## src/rtl/range_sum_sched_pkg.sv

```systemverilog
// Shared widths, FSM state encoding and query record for the range-sum scheduler.
package range_sum_sched_pkg;

  localparam int DATA_W     = 4;
  localparam int NUM_OPS    = 8;
  localparam int FIFO_DEPTH = 4;
  localparam int IDX_W      = $clog2(NUM_OPS);
  localparam int SUM_W      = DATA_W + IDX_W + 1;
  localparam int CNT_W      = $clog2(FIFO_DEPTH) + 1;

  typedef enum logic [1:0] {
    ST_IDLE  = 2'd0,
    ST_RUN   = 2'd1,
    ST_STALL = 2'd2
  } state_e;

  // end_a / end_b are the two range ends (M, m) in whatever order the host gave them
  typedef struct packed {
    logic [IDX_W-1:0] end_a;
    logic [IDX_W-1:0] end_b;
  } query_t;

  function automatic logic [IDX_W-1:0] idx_min(input logic [IDX_W-1:0] a, input logic [IDX_W-1:0] b);
    return (a < b) ? a : b;
  endfunction

  function automatic logic [IDX_W-1:0] idx_max(input logic [IDX_W-1:0] a, input logic [IDX_W-1:0] b);
    return (a < b) ? b : a;
  endfunction

endpackage

```

## src/rtl/range_sum_sched_query_fifo.sv

```systemverilog
// Synchronous FIFO with flush, occupancy count and full/empty flags derived from the count register.
module range_sum_sched_query_fifo #(
  parameter  int WIDTH = 6,
  parameter  int DEPTH = 4,
  localparam int PTR_W = $clog2(DEPTH),
  localparam int CNT_W = PTR_W + 1
) (
  input  logic             clk,
  input  logic             rst_n,
  input  logic             flush,
  input  logic             push,
  input  logic             pop,
  input  logic [WIDTH-1:0] wr_data,
  output logic [WIDTH-1:0] rd_data,
  output logic [CNT_W-1:0] count,
  output logic             full,
  output logic             empty
);

  logic [WIDTH-1:0] mem_r [DEPTH];
  logic [PTR_W-1:0] wr_ptr_r;
  logic [PTR_W-1:0] rd_ptr_r;
  logic [CNT_W-1:0] count_r;
  logic             push_ok_s;
  logic             pop_ok_s;

  assign full      = (count_r == CNT_W'(DEPTH));
  assign empty     = (count_r == CNT_W'(0));
  assign count     = count_r;
  assign rd_data   = mem_r[rd_ptr_r];
  assign push_ok_s = push & ~full;
  assign pop_ok_s  = pop & ~empty;

  // pointer, count and storage update; flush discards everything in flight
  always_ff @(posedge clk or negedge rst_n) begin
    if (!rst_n) begin
      wr_ptr_r <= PTR_W'(0);
      rd_ptr_r <= PTR_W'(0);
      count_r  <= CNT_W'(0);
      for (int i = 0; i < DEPTH; i++) mem_r[i] <= WIDTH'(0);
    end else if (flush) begin
      wr_ptr_r <= PTR_W'(0);
      rd_ptr_r <= PTR_W'(0);
      count_r  <= CNT_W'(0);
    end else begin
      if (push_ok_s) begin
        mem_r[wr_ptr_r] <= wr_data;
        wr_ptr_r        <= wr_ptr_r + PTR_W'(1);
      end
      if (pop_ok_s) rd_ptr_r <= rd_ptr_r + PTR_W'(1);
      case ({push_ok_s, pop_ok_s})
        2'b10:   count_r <= count_r + CNT_W'(1);
        2'b01:   count_r <= count_r - CNT_W'(1);
        default: count_r <= count_r;
      endcase
    end
  end

endmodule

```

## src/rtl/range_sum_sched.sv

```systemverilog
// Operand bank plus queued range-sum queries; one query issued per cycle into a registered result slot.
module range_sum_sched
  import range_sum_sched_pkg::*;
(
  input  logic              clk,
  input  logic              rst_n,
  input  logic              flush,
  input  logic              wr_en,
  input  logic [IDX_W-1:0]  wr_addr,
  input  logic [DATA_W-1:0] wr_data,
  input  logic              q_valid,
  output logic              q_ready,
  input  logic [IDX_W-1:0]  q_M,
  input  logic [IDX_W-1:0]  q_m,
  output logic              r_valid,
  input  logic              r_ready,
  output logic [SUM_W-1:0]  r_sum,
  output logic [IDX_W-1:0]  r_lo,
  output logic [IDX_W-1:0]  r_hi,
  output logic [IDX_W-1:0]  q_count
);

  logic [DATA_W-1:0] bank_r [NUM_OPS];
  query_t            in_query_s;
  query_t            head_s;
  logic [CNT_W-1:0]  fifo_count_s;
  logic              full_s;
  logic              empty_s;
  logic              push_s;
  logic              pop_s;
  logic [IDX_W-1:0]  lo_s;
  logic [IDX_W-1:0]  hi_s;
  logic [SUM_W-1:0]  sum_s;
  logic              r_valid_r;
  logic [SUM_W-1:0]  r_sum_r;
  logic [IDX_W-1:0]  r_lo_r;
  logic [IDX_W-1:0]  r_hi_r;
  state_e            state_r;
  state_e            state_next_s;

  assign in_query_s = '{end_a: q_M, end_b: q_m};
  // q_ready comes only from the FIFO count register, never from r_ready
  assign q_ready    = ~full_s;
  assign push_s     = q_valid & ~full_s;
  assign pop_s      = ~empty_s & (~r_valid_r | r_ready);
  assign q_count    = IDX_W'(fifo_count_s);
  assign r_valid    = r_valid_r;
  assign r_sum      = r_sum_r;
  assign r_lo       = r_lo_r;
  assign r_hi       = r_hi_r;

  range_sum_sched_query_fifo #(
    .WIDTH ($bits(query_t)),
    .DEPTH (FIFO_DEPTH)
  ) u_query_fifo (
    .clk     (clk),
    .rst_n   (rst_n),
    .flush   (flush),
    .push    (push_s),
    .pop     (pop_s),
    .wr_data (in_query_s),
    .rd_data (head_s),
    .count   (fifo_count_s),
    .full    (full_s),
    .empty   (empty_s)
  );

  // bank update; flush leaves the bank untouched
  always_ff @(posedge clk or negedge rst_n) begin
    if (!rst_n) begin
      for (int i = 0; i < NUM_OPS; i++) bank_r[i] <= DATA_W'(0);
    end else if (wr_en) begin
      bank_r[wr_addr] <= wr_data;
    end
  end

  // masked adder over the pre-write bank so a same-cycle write is not seen by the issuing query
  always_comb begin
    lo_s  = idx_min(head_s.end_a, head_s.end_b);
    hi_s  = idx_max(head_s.end_a, head_s.end_b);
    sum_s = SUM_W'(0);
    for (int i = 0; i < NUM_OPS; i++) begin
      if ((IDX_W'(i) >= lo_s) && (IDX_W'(i) <= hi_s)) begin
        sum_s = sum_s + SUM_W'(bank_r[i]);
      end else begin
        sum_s = sum_s;
      end
    end
  end

  // result slot: load on issue, clear on consume, hold while back-pressured
  always_ff @(posedge clk or negedge rst_n) begin
    if (!rst_n) begin
      r_valid_r <= 1'b0;
      r_sum_r   <= SUM_W'(0);
      r_lo_r    <= IDX_W'(0);
      r_hi_r    <= IDX_W'(0);
    end else if (flush) begin
      r_valid_r <= 1'b0;
      r_sum_r   <= SUM_W'(0);
      r_lo_r    <= IDX_W'(0);
      r_hi_r    <= IDX_W'(0);
    end else if (pop_s) begin
      r_valid_r <= 1'b1;
      r_sum_r   <= sum_s;
      r_lo_r    <= lo_s;
      r_hi_r    <= hi_s;
    end else if (r_valid_r && r_ready) begin
      r_valid_r <= 1'b0;
    end
  end

  // FSM state register
  always_ff @(posedge clk or negedge rst_n) begin
    if (!rst_n) state_r <= ST_IDLE;
    else        state_r <= state_next_s;
  end

  // FSM next-state: IDLE only once both the FIFO and the slot are empty
  always_comb begin
    state_next_s = state_r;
    if (flush) begin
      state_next_s = ST_IDLE;
    end else begin
      case (state_r)
        ST_IDLE: begin
          if (push_s) state_next_s = ST_RUN;
          else        state_next_s = ST_IDLE;
        end
        ST_RUN: begin
          if (r_valid_r && !r_ready)
            state_next_s = ST_STALL;
          else if (empty_s && !push_s && (!r_valid_r || r_ready))
            state_next_s = ST_IDLE;
          else
            state_next_s = ST_RUN;
        end
        ST_STALL: begin
          if (r_ready) state_next_s = ST_RUN;
          else         state_next_s = ST_STALL;
        end
        default: state_next_s = ST_IDLE;
      endcase
    end
  end

endmodule
```

## config.mk

```make
export PLATFORM = sky130hd
export DESIGN_NAME = range_sum_sched
export DESIGN_NICKNAME = d
export VERILOG_FILES = /design/src/rtl/range_sum_sched_pkg.sv /design/src/rtl/range_sum_sched_query_fifo.sv /design/src/rtl/range_sum_sched.sv
export SDC_FILE = /design/constraint.sdc
export NUM_CORES = 1
export LEC_CHECK = 0
export CAP_MARGIN = 20
export CORE_ASPECT_RATIO = 2
export CORE_MARGIN = 2
export CORE_UTILIZATION = 60
export DETAILED_ROUTE_END_ITERATION = 16
export PLACE_DENSITY = 0.81
export REMOVE_ABC_BUFFERS = 1
export SKIP_LAST_GASP = 1
export SLEW_MARGIN = 20
export SYNTH_ARGS = -nofsm -noshare
export SYNTH_HDL_FRONTEND = slang
export SYNTH_SLANG_ARGS = --single-unit
export TNS_END_PERCENT = 30
```

## constraint.sdc

```tcl
create_clock -name clk -period 10 [get_ports clk]
set_clock_uncertainty 0.15 [all_clocks]
set_input_delay 2.5 -clock clk [delete_from_list [all_inputs] [get_ports clk]]
set_output_delay 2.5 -clock clk [all_outputs]
set_load 0.02 [all_outputs]
```

Word level (Yosys, flattened, before mapping)
Cells that the tools add are included.

operators by class
  $add $sub $neg = 11
  $lt $le $gt $ge = 22
  eq/ne operators = 3
  muxes and demuxes = 34
  bitwise logic cells = 12
  reductions and logical operators = 18

operators with widths
  kind                 number
  $mux 8               9
  $add 8x4->8          7
  $bwmux 32            1
  $bwmux 24            1
  $mux 3               7
  $mux 6               3
  $bmux 6 s2           1
  $demux 4 s3          1
  $demux 6 s2          1
  $ge 3x3->1 const A   4
  $le 3x3->1 const A   4
  $logic_and 1x1->1    11
  $mux 2               4
  $mux 4               2
  $ge 1x3->1 const A   2
  $ge 2x3->1 const A   2
  $ge 3x3->1 const B   2
  $le 1x3->1 const A   2
  $le 2x3->1 const A   2
  $not 2->3            2
  $pmux 3 s2           1
  $reduce_bool 2->1    3
  $reduce_bool 3->1    2
  $add 2x1->2 const B  2
  other kinds (16)     24

storage, ports and cells
  register bits after elaboration = 78

Logic depth before layout (Yosys ltp)
Gate-level depths: netlist of the first run.

  depth after elaboration = 25
  gate-level depth with buffers = 41
  depth with buffers taken out = 40

Cells and area by module
Synthesis of the first run repeated with hierarchy kept, for this count alone.

second synthesis, totals
  cells, all modules = 534
  area, all modules = 5771.8 um^2

by module, submodules not included
  module                      times used  cells an instance  area an instance (um^2)  sequential area each (um^2)
  range_sum_sched             1           414                4075.2                   1176.1
  range_sum_sched_query_fifo  1           120                1696.6                   775.7

Least setup slack after synthesis of the first run
Ideal clock, no wire load.

  path kind = reg-to-reg
  start = register u_query_fifo.rd_ptr_r[0]
  end = register r_sum_r[7], in the netlist r_sum[7]
  arrival = 8.872 ns
  path slack = 0.860 ns
  cell stages (with the launch flop) = 40
  path through = dfrtp_1 buf_6 mux4_1 inv_1 ha_1 or3b_2 o22a_1 a32oi_1 nor2_1 and2_1 ha_1 inv_1 fa_1 a211oi_1 nand2_1 o21ai_0 inv_1 fa_1 (+4 left out) ha_1 a21o_1 a21oi_1 xnor2_1 mux2_2 ha_1 xnor2_1 mux2_2 ha_1 o21ai_0 nand2b_1 nand4_1 or4_1 or3_1 a21oi_1 o2111ai_1 xor2_1 a21o_1

on the way
  cells in the longest elaborated chain, start to end = 25

ends and longest elaborated chain
  item                                             line                                                  text
  from (decl)                                      range_sum_sched_query_fifo.sv:22                      logic [PTR_W-1:0] rd_ptr_r;
  from (signal assigned)                           range_sum_sched_query_fifo.sv:50                      if (pop_ok_s) rd_ptr_r <= rd_ptr_r + PTR_W'(1);
  $not 2->3 (implied by the code) (*)              range_sum_sched_query_fifo.sv:30                      assign rd_data = mem_r[rd_ptr_r];
  $bmux 6 s2 (*)                                   range_sum_sched_query_fifo.sv:30
  $mux 6 (implied by the code) (*) (2 in series)   range_sum_sched_query_fifo.sv:30
  $lt 3x3->1                                       range_sum_sched_pkg.sv:24, range_sum_sched_pkg.sv:28
  $mux 3, on equally long branches                 range_sum_sched_pkg.sv:24, range_sum_sched_pkg.sv:28
  $ge 1x3->1 / $le 1x3->1 (equally long branches)  range_sum_sched.sv:83                                 if ((IDX_W'(i) >= lo_s) && (IDX_W'(i) <= hi_s)) begin
  $logic_and 1x1->1                                range_sum_sched.sv:83
  $mux 4                                           range_sum_sched.sv:83
  (+8 left out)                                    --
  $add 8x4->8                                      range_sum_sched.sv:84                                 sum_s = sum_s + SUM_W'(bank_r[i]);
  $mux 8                                           range_sum_sched.sv:83
  $add 8x4->8                                      range_sum_sched.sv:84
  $mux 8                                           range_sum_sched.sv:83
  $add 8x4->8                                      range_sum_sched.sv:84
  $mux 8 (*)                                       range_sum_sched.sv:83
  $mux 8 (*)                                       range_sum_sched.sv:103                                end else if (pop_s) begin
  $mux 8 (*)                                       range_sum_sched.sv:98                                 end else if (flush) begin
  to (signal assigned)                             range_sum_sched.sv:105                                r_sum_r <= sum_s;
  to (decl)                                        range_sum_sched.sv:35                                 logic [SUM_W-1:0] r_sum_r;

Mark *: on every way between the ends. The rest lies on a longest branch, timed or not. The select of a mux whose other input is x is not followed.
A chain may end at the register's enable or synchronous reset.

Worst setup path in the final report of the first run
Ends and elaborated chain as after synthesis.

==> results.md, run 1 <==
* Status: finished clean
* Worst slack, placed at ~0.090 ns
* CP Capture Type: flip-flop
* Synth Cell Area at 5705 µm²
* Via count at around 4600
* Minimum clock period at roughly 9.7 ns
* CTS root buffer: clkbuf_16
* Worst Path Max Fanout at 5
* Final WL at between 10 and 15 mm
* Slew headroom at between 40% and 50%
* Worst path bufs/invs at 4
* Slowest cell on the critical path: mux4_2
* Number of remaining DRC errors at 0
* Die area at 10350 µm²
* Post-synthesis register bit count at between 70 and 80
* Placed inst area at approximately 6200 µm²
* Gr ovfl total at 0
* Worst slew pin tran at 0.8545 ns
* Max_cap viols at 0
* Endpoints failing hold at 0
* IO Port Bufs at 37
* Synth warn at 0
* Layout Nets at between 600 and 700
* Vias per inst at around 6.5
* TritonCTS clock tree: built
* Antenna diodes at 0
* Vias in the first global route at approximately 4700
* DP HPWL at 10.81 mm
* Initial antenna violation count at 0
* CP startpoint kind: flip-flop
* Num rows at 50
* Crit path max-delay family: adder cells
* Largest net degree at the start of global routing at 79
* Clk Latency, worst-skew pair at 0.34 ns
* Primary FF master, synth: dfrtp_1
* HP Class: flip-flop to flip-flop
* Global-route wire length before repair at ~23 mm
* Netlist cell types at 73
* Placed insts at 695
* Fin. max-slew vios at 0
* CP Class: flip-flop to flip-flop
* H-Tree Depth at 3
* Die Span Y at around 140 µm
* Num CTS Buffers at 9
* CP required at 10.09 ns
* Final Cell Area at 6693 µm²
* Starting density of the core at between 60% and 70%
* Fin cells at between 700 and 800
* Sequential-to-total area share from yosys stat at about a third
* F_max at about 100 MHz
* Layout cell share with drive strength beyond 1 at between 20% and 30%
* Die W at around 73 µm
* Clk sink count at roughly 80
* Slack of the critical path at around 0.31 ns
* Final setup viols at 0
* FFs w/ async S/R, synth at 100.0%
* CTS clock-pin slew for the worst setup and hold paths at 0.06 ns
* CTS Hold Bufs at 0
* Post-route core utilization at between 70% and 80%
* Post-Syn Instances at 560
* Crit share post-route at a little over nine tenths
* Post-route ant nets at 0
* Avg Cell Area, Syn at ~10 µm²
* Clk buf depth at 2
* Core box area at slightly above 9000 µm²
* Initial DRC count at around 340
* Drt wl/cell at 20.36 µm
* DRT Pass-1 Iters at 4
* Gr usage total at 29.46%
* # IOs at 38
* Slowest stage delay, CP at around 0.56 ns
* Final Wtd Congestion at a little over 1
* Layout area overhead at 17.30%
* Arr. time, crit path at 9.77 ns
* Post-synth EDFFs at 0
-- stage by stage --
step	setup TNS, ns	hold slack, ns
floorplan	0	0.3204
global placement	0	0.3340
detailed placement	0	0.3413
CTS	0	0.3554
global route	-0.1021	0.3822
finish	0	0.3580
-- synth_stat cells (all sizes together), types with 4 or more instances --
| cell type | instances | area, µm² |
|---|---|---|
| clkbuf | 12 | 45.04 |
| o21ai | 21 | 105.1 |
| o211ai | 5 | 37.54 |
| a21o | 12 | 90.09 |
| a21oi | 28 | 143.9 |
| nand3 | 6 | 30.03 |
| fa | 8 | 160.2 |
| nor3 | 18 | 90.09 |
| nand2b | 10 | 70.06 |
| a211oi | 5 | 42.54 |
| nand2 | 33 | 123.9 |
| mux2 | 68 | 765.7 |
| and3 | 4 | 25.02 |
| mux4 | 6 | 142.6 |
| o22ai | 5 | 31.28 |
| nand4 | 7 | 58.81 |
| xor2 | 6 | 52.55 |
| nor3b | 4 | 30.03 |
| dfrtp | 78 | 1952 |
| o21bai | 6 | 45.04 |
| and2 | 6 | 37.54 |
| mux2i | 10 | 103.9 |
| inv | 33 | 123.9 |
| xnor2 | 20 | 175.2 |
| nor2 | 41 | 161.4 |
| ha | 36 | 450.4 |
| nor2b | 12 | 82.58 |
-- state kept, by name, summed over array words and instances, names as in the netlist --
signal and count:
bank_r 32, r_valid 1, r_lo 3, r_sum 8
r_hi 3, u_query_fifo.mem_r 24, u_query_fifo.rd_ptr_r 2, u_query_fifo.wr_ptr_r 2
u_query_fifo.count 3
-- worst paths after layout --
kind                                     startpoint                  endpoint  slack [ns]  cells past startpoint
max                        u_query_fifo.rd_ptr_r[0]                  r_sum[7]        0.31                     38
min                           u_query_fifo.mem_r[2]     u_query_fifo.mem_r[2]        0.36                      1
max reg2reg                u_query_fifo.rd_ptr_r[0]                  r_sum[7]        0.31                     38
min reg2reg                   u_query_fifo.mem_r[2]     u_query_fifo.mem_r[2]        0.36                      1
max in group asynchronous                     rst_n  u_query_fifo.rd_ptr_r[0]        7.16                      1
min in group asynchronous                     rst_n                 bank_r[5]        2.03                      1
-- cell families after synthesis --
kind of cell | share of synthesized area [%]
AO/OA/AOI/OAI | 14.45
multiplexers | 17.74
buffers and inverters | 3.333
AND/OR/NAND/NOR | 15.15
XOR/XNOR | 4.408
adder cells (fa/ha/maj) | 10.70
flip-flops | 34.21
-- repair_timing --
item / 4_1_cts / 5_1_grt
buffers inserted: 0 / 5
gates resized for setup: 6 / 15
endpoints found under the setup margin: 2 / 4
pin swaps: 0 / 4
-- placed cells by master (no fill, tap or decap), drive strengths merged, types with 7 or more instances in the layout --
cell           netlist  layout
fa                   8       8
xnor2               20      20
o21ai               21      21
clkbuf              12       9
inv                 33      36
buf                  3      15
dfrtp               78      78
a21o                12      12
clkdlybuf4s50        0      36
mux2i               10      10
a21oi               28      28
mux2                68      68
nor2                41      41
nand4                7       7
nor2b               12      12
ha                  36      36
nand2               33      33
nor3                18      18
nand2b              10      10
-- per-layer routing --
layer,up-vias,wire (µm),track usage (%)
met5,-,0,0
met4,0,725,16.67
met3,54,426,4.474
met2,134,8097,53.49
met1,2290,5325,31.15
li1,2141,-,-
-- cell type report --
class / count / area [µm²]
fill: 683 / 2629
multi-input combinational: 434 / 3655
tap: 104 / 130.1
sequential: 78 / 1954
inverter: 33 / 123.9
clock inverter: 7 / 127.6
clock buffer: 9 / 225.2
timing repair buffer: 51 / 476.7
Power of run 1 is not shown: default switching activity piles up to over one toggle a cycle in this logic, so the estimate is an artifact.
==> run 2, diff against run 1 <==
--- a/config.mk
+++ b/config.mk
@@ -10,7 +10,7 @@
 export CORE_MARGIN = 2
 export CORE_UTILIZATION = 60
 export DETAILED_ROUTE_END_ITERATION = 16
-export PLACE_DENSITY = 0.81
+export PLACE_DENSITY_LB_ADDON = 0.25
 export REMOVE_ABC_BUFFERS = 1
 export SKIP_LAST_GASP = 1
 export SLEW_MARGIN = 20
==> run 2 against run 1 <==
Against the previous run:
- register-to-register slack better by 0.10 ns
- critical path type unchanged
- fmax increased by 1.1%
- cell count is 0.14% lower
- die area stayed put
- global-route usage down 0.30 points
==> results.md, run 2 (synthesized netlist as in run 1, its figures left out) <==
* Layout area overhead at 16.75%
* DRT Pass-1 Iters at 5
* Status: finished clean
* FF-to-FF path depth at 39
* Worst slack, placed at between 0.15 and 0.2 ns
* Vias per inst at between 6 and 7
* Reg2reg setup slack at 0.42 ns
* Largest register FFs at 32
* Initial antenna violation count at 0
* Crit share post-route at a little over nine tenths
* Clk Latency, worst-skew pair at around 0.34 ns
* Slowest cell on the critical path: mux4_2
* CTS clock-pin slew for the worst setup and hold paths at ~0.06 ns
* CP Class: flip-flop to flip-flop
* Most frequent cells in the layout: dfrtp_1 (78), mux2_2 (68), nor2_1 (40), clkdlybuf4s50_1 (36), ha_1 (35)
* IO Port Bufs at 37
* Worst slew pin tran at roughly 0.97 ns
* H-Tree Depth at 3
* Slowest stage delay, CP at around 0.55 ns
* Core box area at 9321 µm²
* Hold wc startpoint: u_query_fifo.mem_r[11]
* Worst Path Max Fanout at 5
* Worst reg2reg startpoint: u_query_fifo.rd_ptr_r[0]
* Crit path max-delay family: adder cells
* CP Capture Type: flip-flop
* Placed inst area at about 6200 µm²
* Final Cell Area at roughly 6700 µm²
* Fin. max-slew vios at 0
* Vias in the first global route at 4740
* Gr usage total at between 20% and 30%
* Most numerous cell on the critical path: ha_1
* Global-route wire length before repair at approximately 23 mm
* F_max at 104.4 MHz
* CP required at 10.09 ns
* Minimum clock period at between 9 and 10 ns
* Number of remaining DRC errors at 0
* # IOs at 38
* Die area at ~10000 µm²
* Drt wl/cell at approximately 20 µm
* Layout Nets at 669
* Hold Path End: u_query_fifo.mem_r[11]
* DP HPWL at approximately 11 mm
* FF-to-FF End: r_sum[7]
* Worst path bufs/invs at 3
* Starting density of the core at about three fifths
* Post-route ant nets at 0
* Antenna diodes at 0
* CTS root buffer: clkbuf_16
* Commonest non-fill, non-tap cell in the layout: dfrtp_1
* Final setup viols at 0
* Slew headroom at between 30% and 40%
* Final WL at roughly 14 mm
* Initial DRC count at 216
* Top reg by flops: bank_r
* Num rows at 50
* HP Class: flip-flop to flip-flop
* Sum Neg Setup Slack at 0 ns
* Clk buf depth at 2
* Via count at ~4500
* Slack of the critical path at approximately 0.42 ns
* Die W at roughly 73 µm
* Die Span Y at between 100 and 150 µm
* Max_cap viols at 0
* TritonCTS clock tree: built
* Layout cell share with drive strength beyond 1 at a little over a fifth
* Gr ovfl total at 0
* CTS Hold Bufs at 0
* Final Wtd Congestion at a little over 1
* Min Hold Slack at between 0.3 and 0.4 ns
* Arr. time, crit path at about 9.7 ns
* Num CTS Buffers at 9
* Hold depth at 1
* Endpoints failing hold at 0
* CP startpoint kind: flip-flop
* Clk sink count at just under 80
* Largest net degree at the start of global routing at 79
run 2: cell count changes in the layout (fill, tap and decap cells not counted), sizes merged:
| cell | delta |
|---|---|
| buf | -1 |
| inv | -2 |
| clkinvlp | +1 |
| bufinv | +1 |
run 2: how the worst max path moves through the flow:
stage                                   from       end  slack [ns]  cells past startpoint
CTS                 u_query_fifo.rd_ptr_r[0]  r_sum[7]        0.16                     38
global route        u_query_fifo.rd_ptr_r[0]  r_sum[7]       -0.05                     39
global placement    u_query_fifo.rd_ptr_r[0]  r_sum[7]        0.47                     34
finish              u_query_fifo.rd_ptr_r[0]  r_sum[7]        0.42                     39
floorplan           u_query_fifo.rd_ptr_r[0]  r_sum[7]        0.73                     38
detailed placement  u_query_fifo.rd_ptr_r[0]  r_sum[7]        0.17                     34
run 2: layout make-up:
class	instances	area, µm²
Multi-Input combinational cell	434	3620
Fill cell	681	2660
Sequential cell	78	1952
Timing Repair Buffer	50	465.4
Clock buffer	9	225.2
Clock inverter	7	145.1
Tap cell	104	130.1
Inverter	33	123.9
run 2: worst register-to-register path, delay by kind of cell, from the launching register on:
family	cells	cell delay, ns
adder cells (fa/ha/maj)	8	2.66
XOR/XNOR	5	0.79
multiplexers	4	1.41
buffers and inverters	3	0.35
AO/OA/AOI/OAI	9	1.57
AND/OR/NAND/NOR	10	2.12
flip-flops	1	0.41
run 2: per-stage QoR:
stage	util [%]	instances
after floorplan	-	545
after CTS	70.70	713
after global placement	66.72	697
final	71.46	715
after global routing	71.46	715
after detailed placement	66.72	697
run 2: what timing repair did:
action                     4_1_cts  5_1_grt
gates resized for setup          0       13
setup buffers                    0        2
setup endpoints to repair        0        4
run 2: per-layer routing:
layer | track usage, % | wire length, µm | up-vias
met2 | 54.02 | 7939 | 107
met5 | 0 | 0 | -
met1 | 30.01 | 5082 | 2208
met3 | 4.545 | 353 | 48
met4 | 15.89 | 717 | 0
li1 | - | - | 2135
Power of run 2 is left out for the same reason.
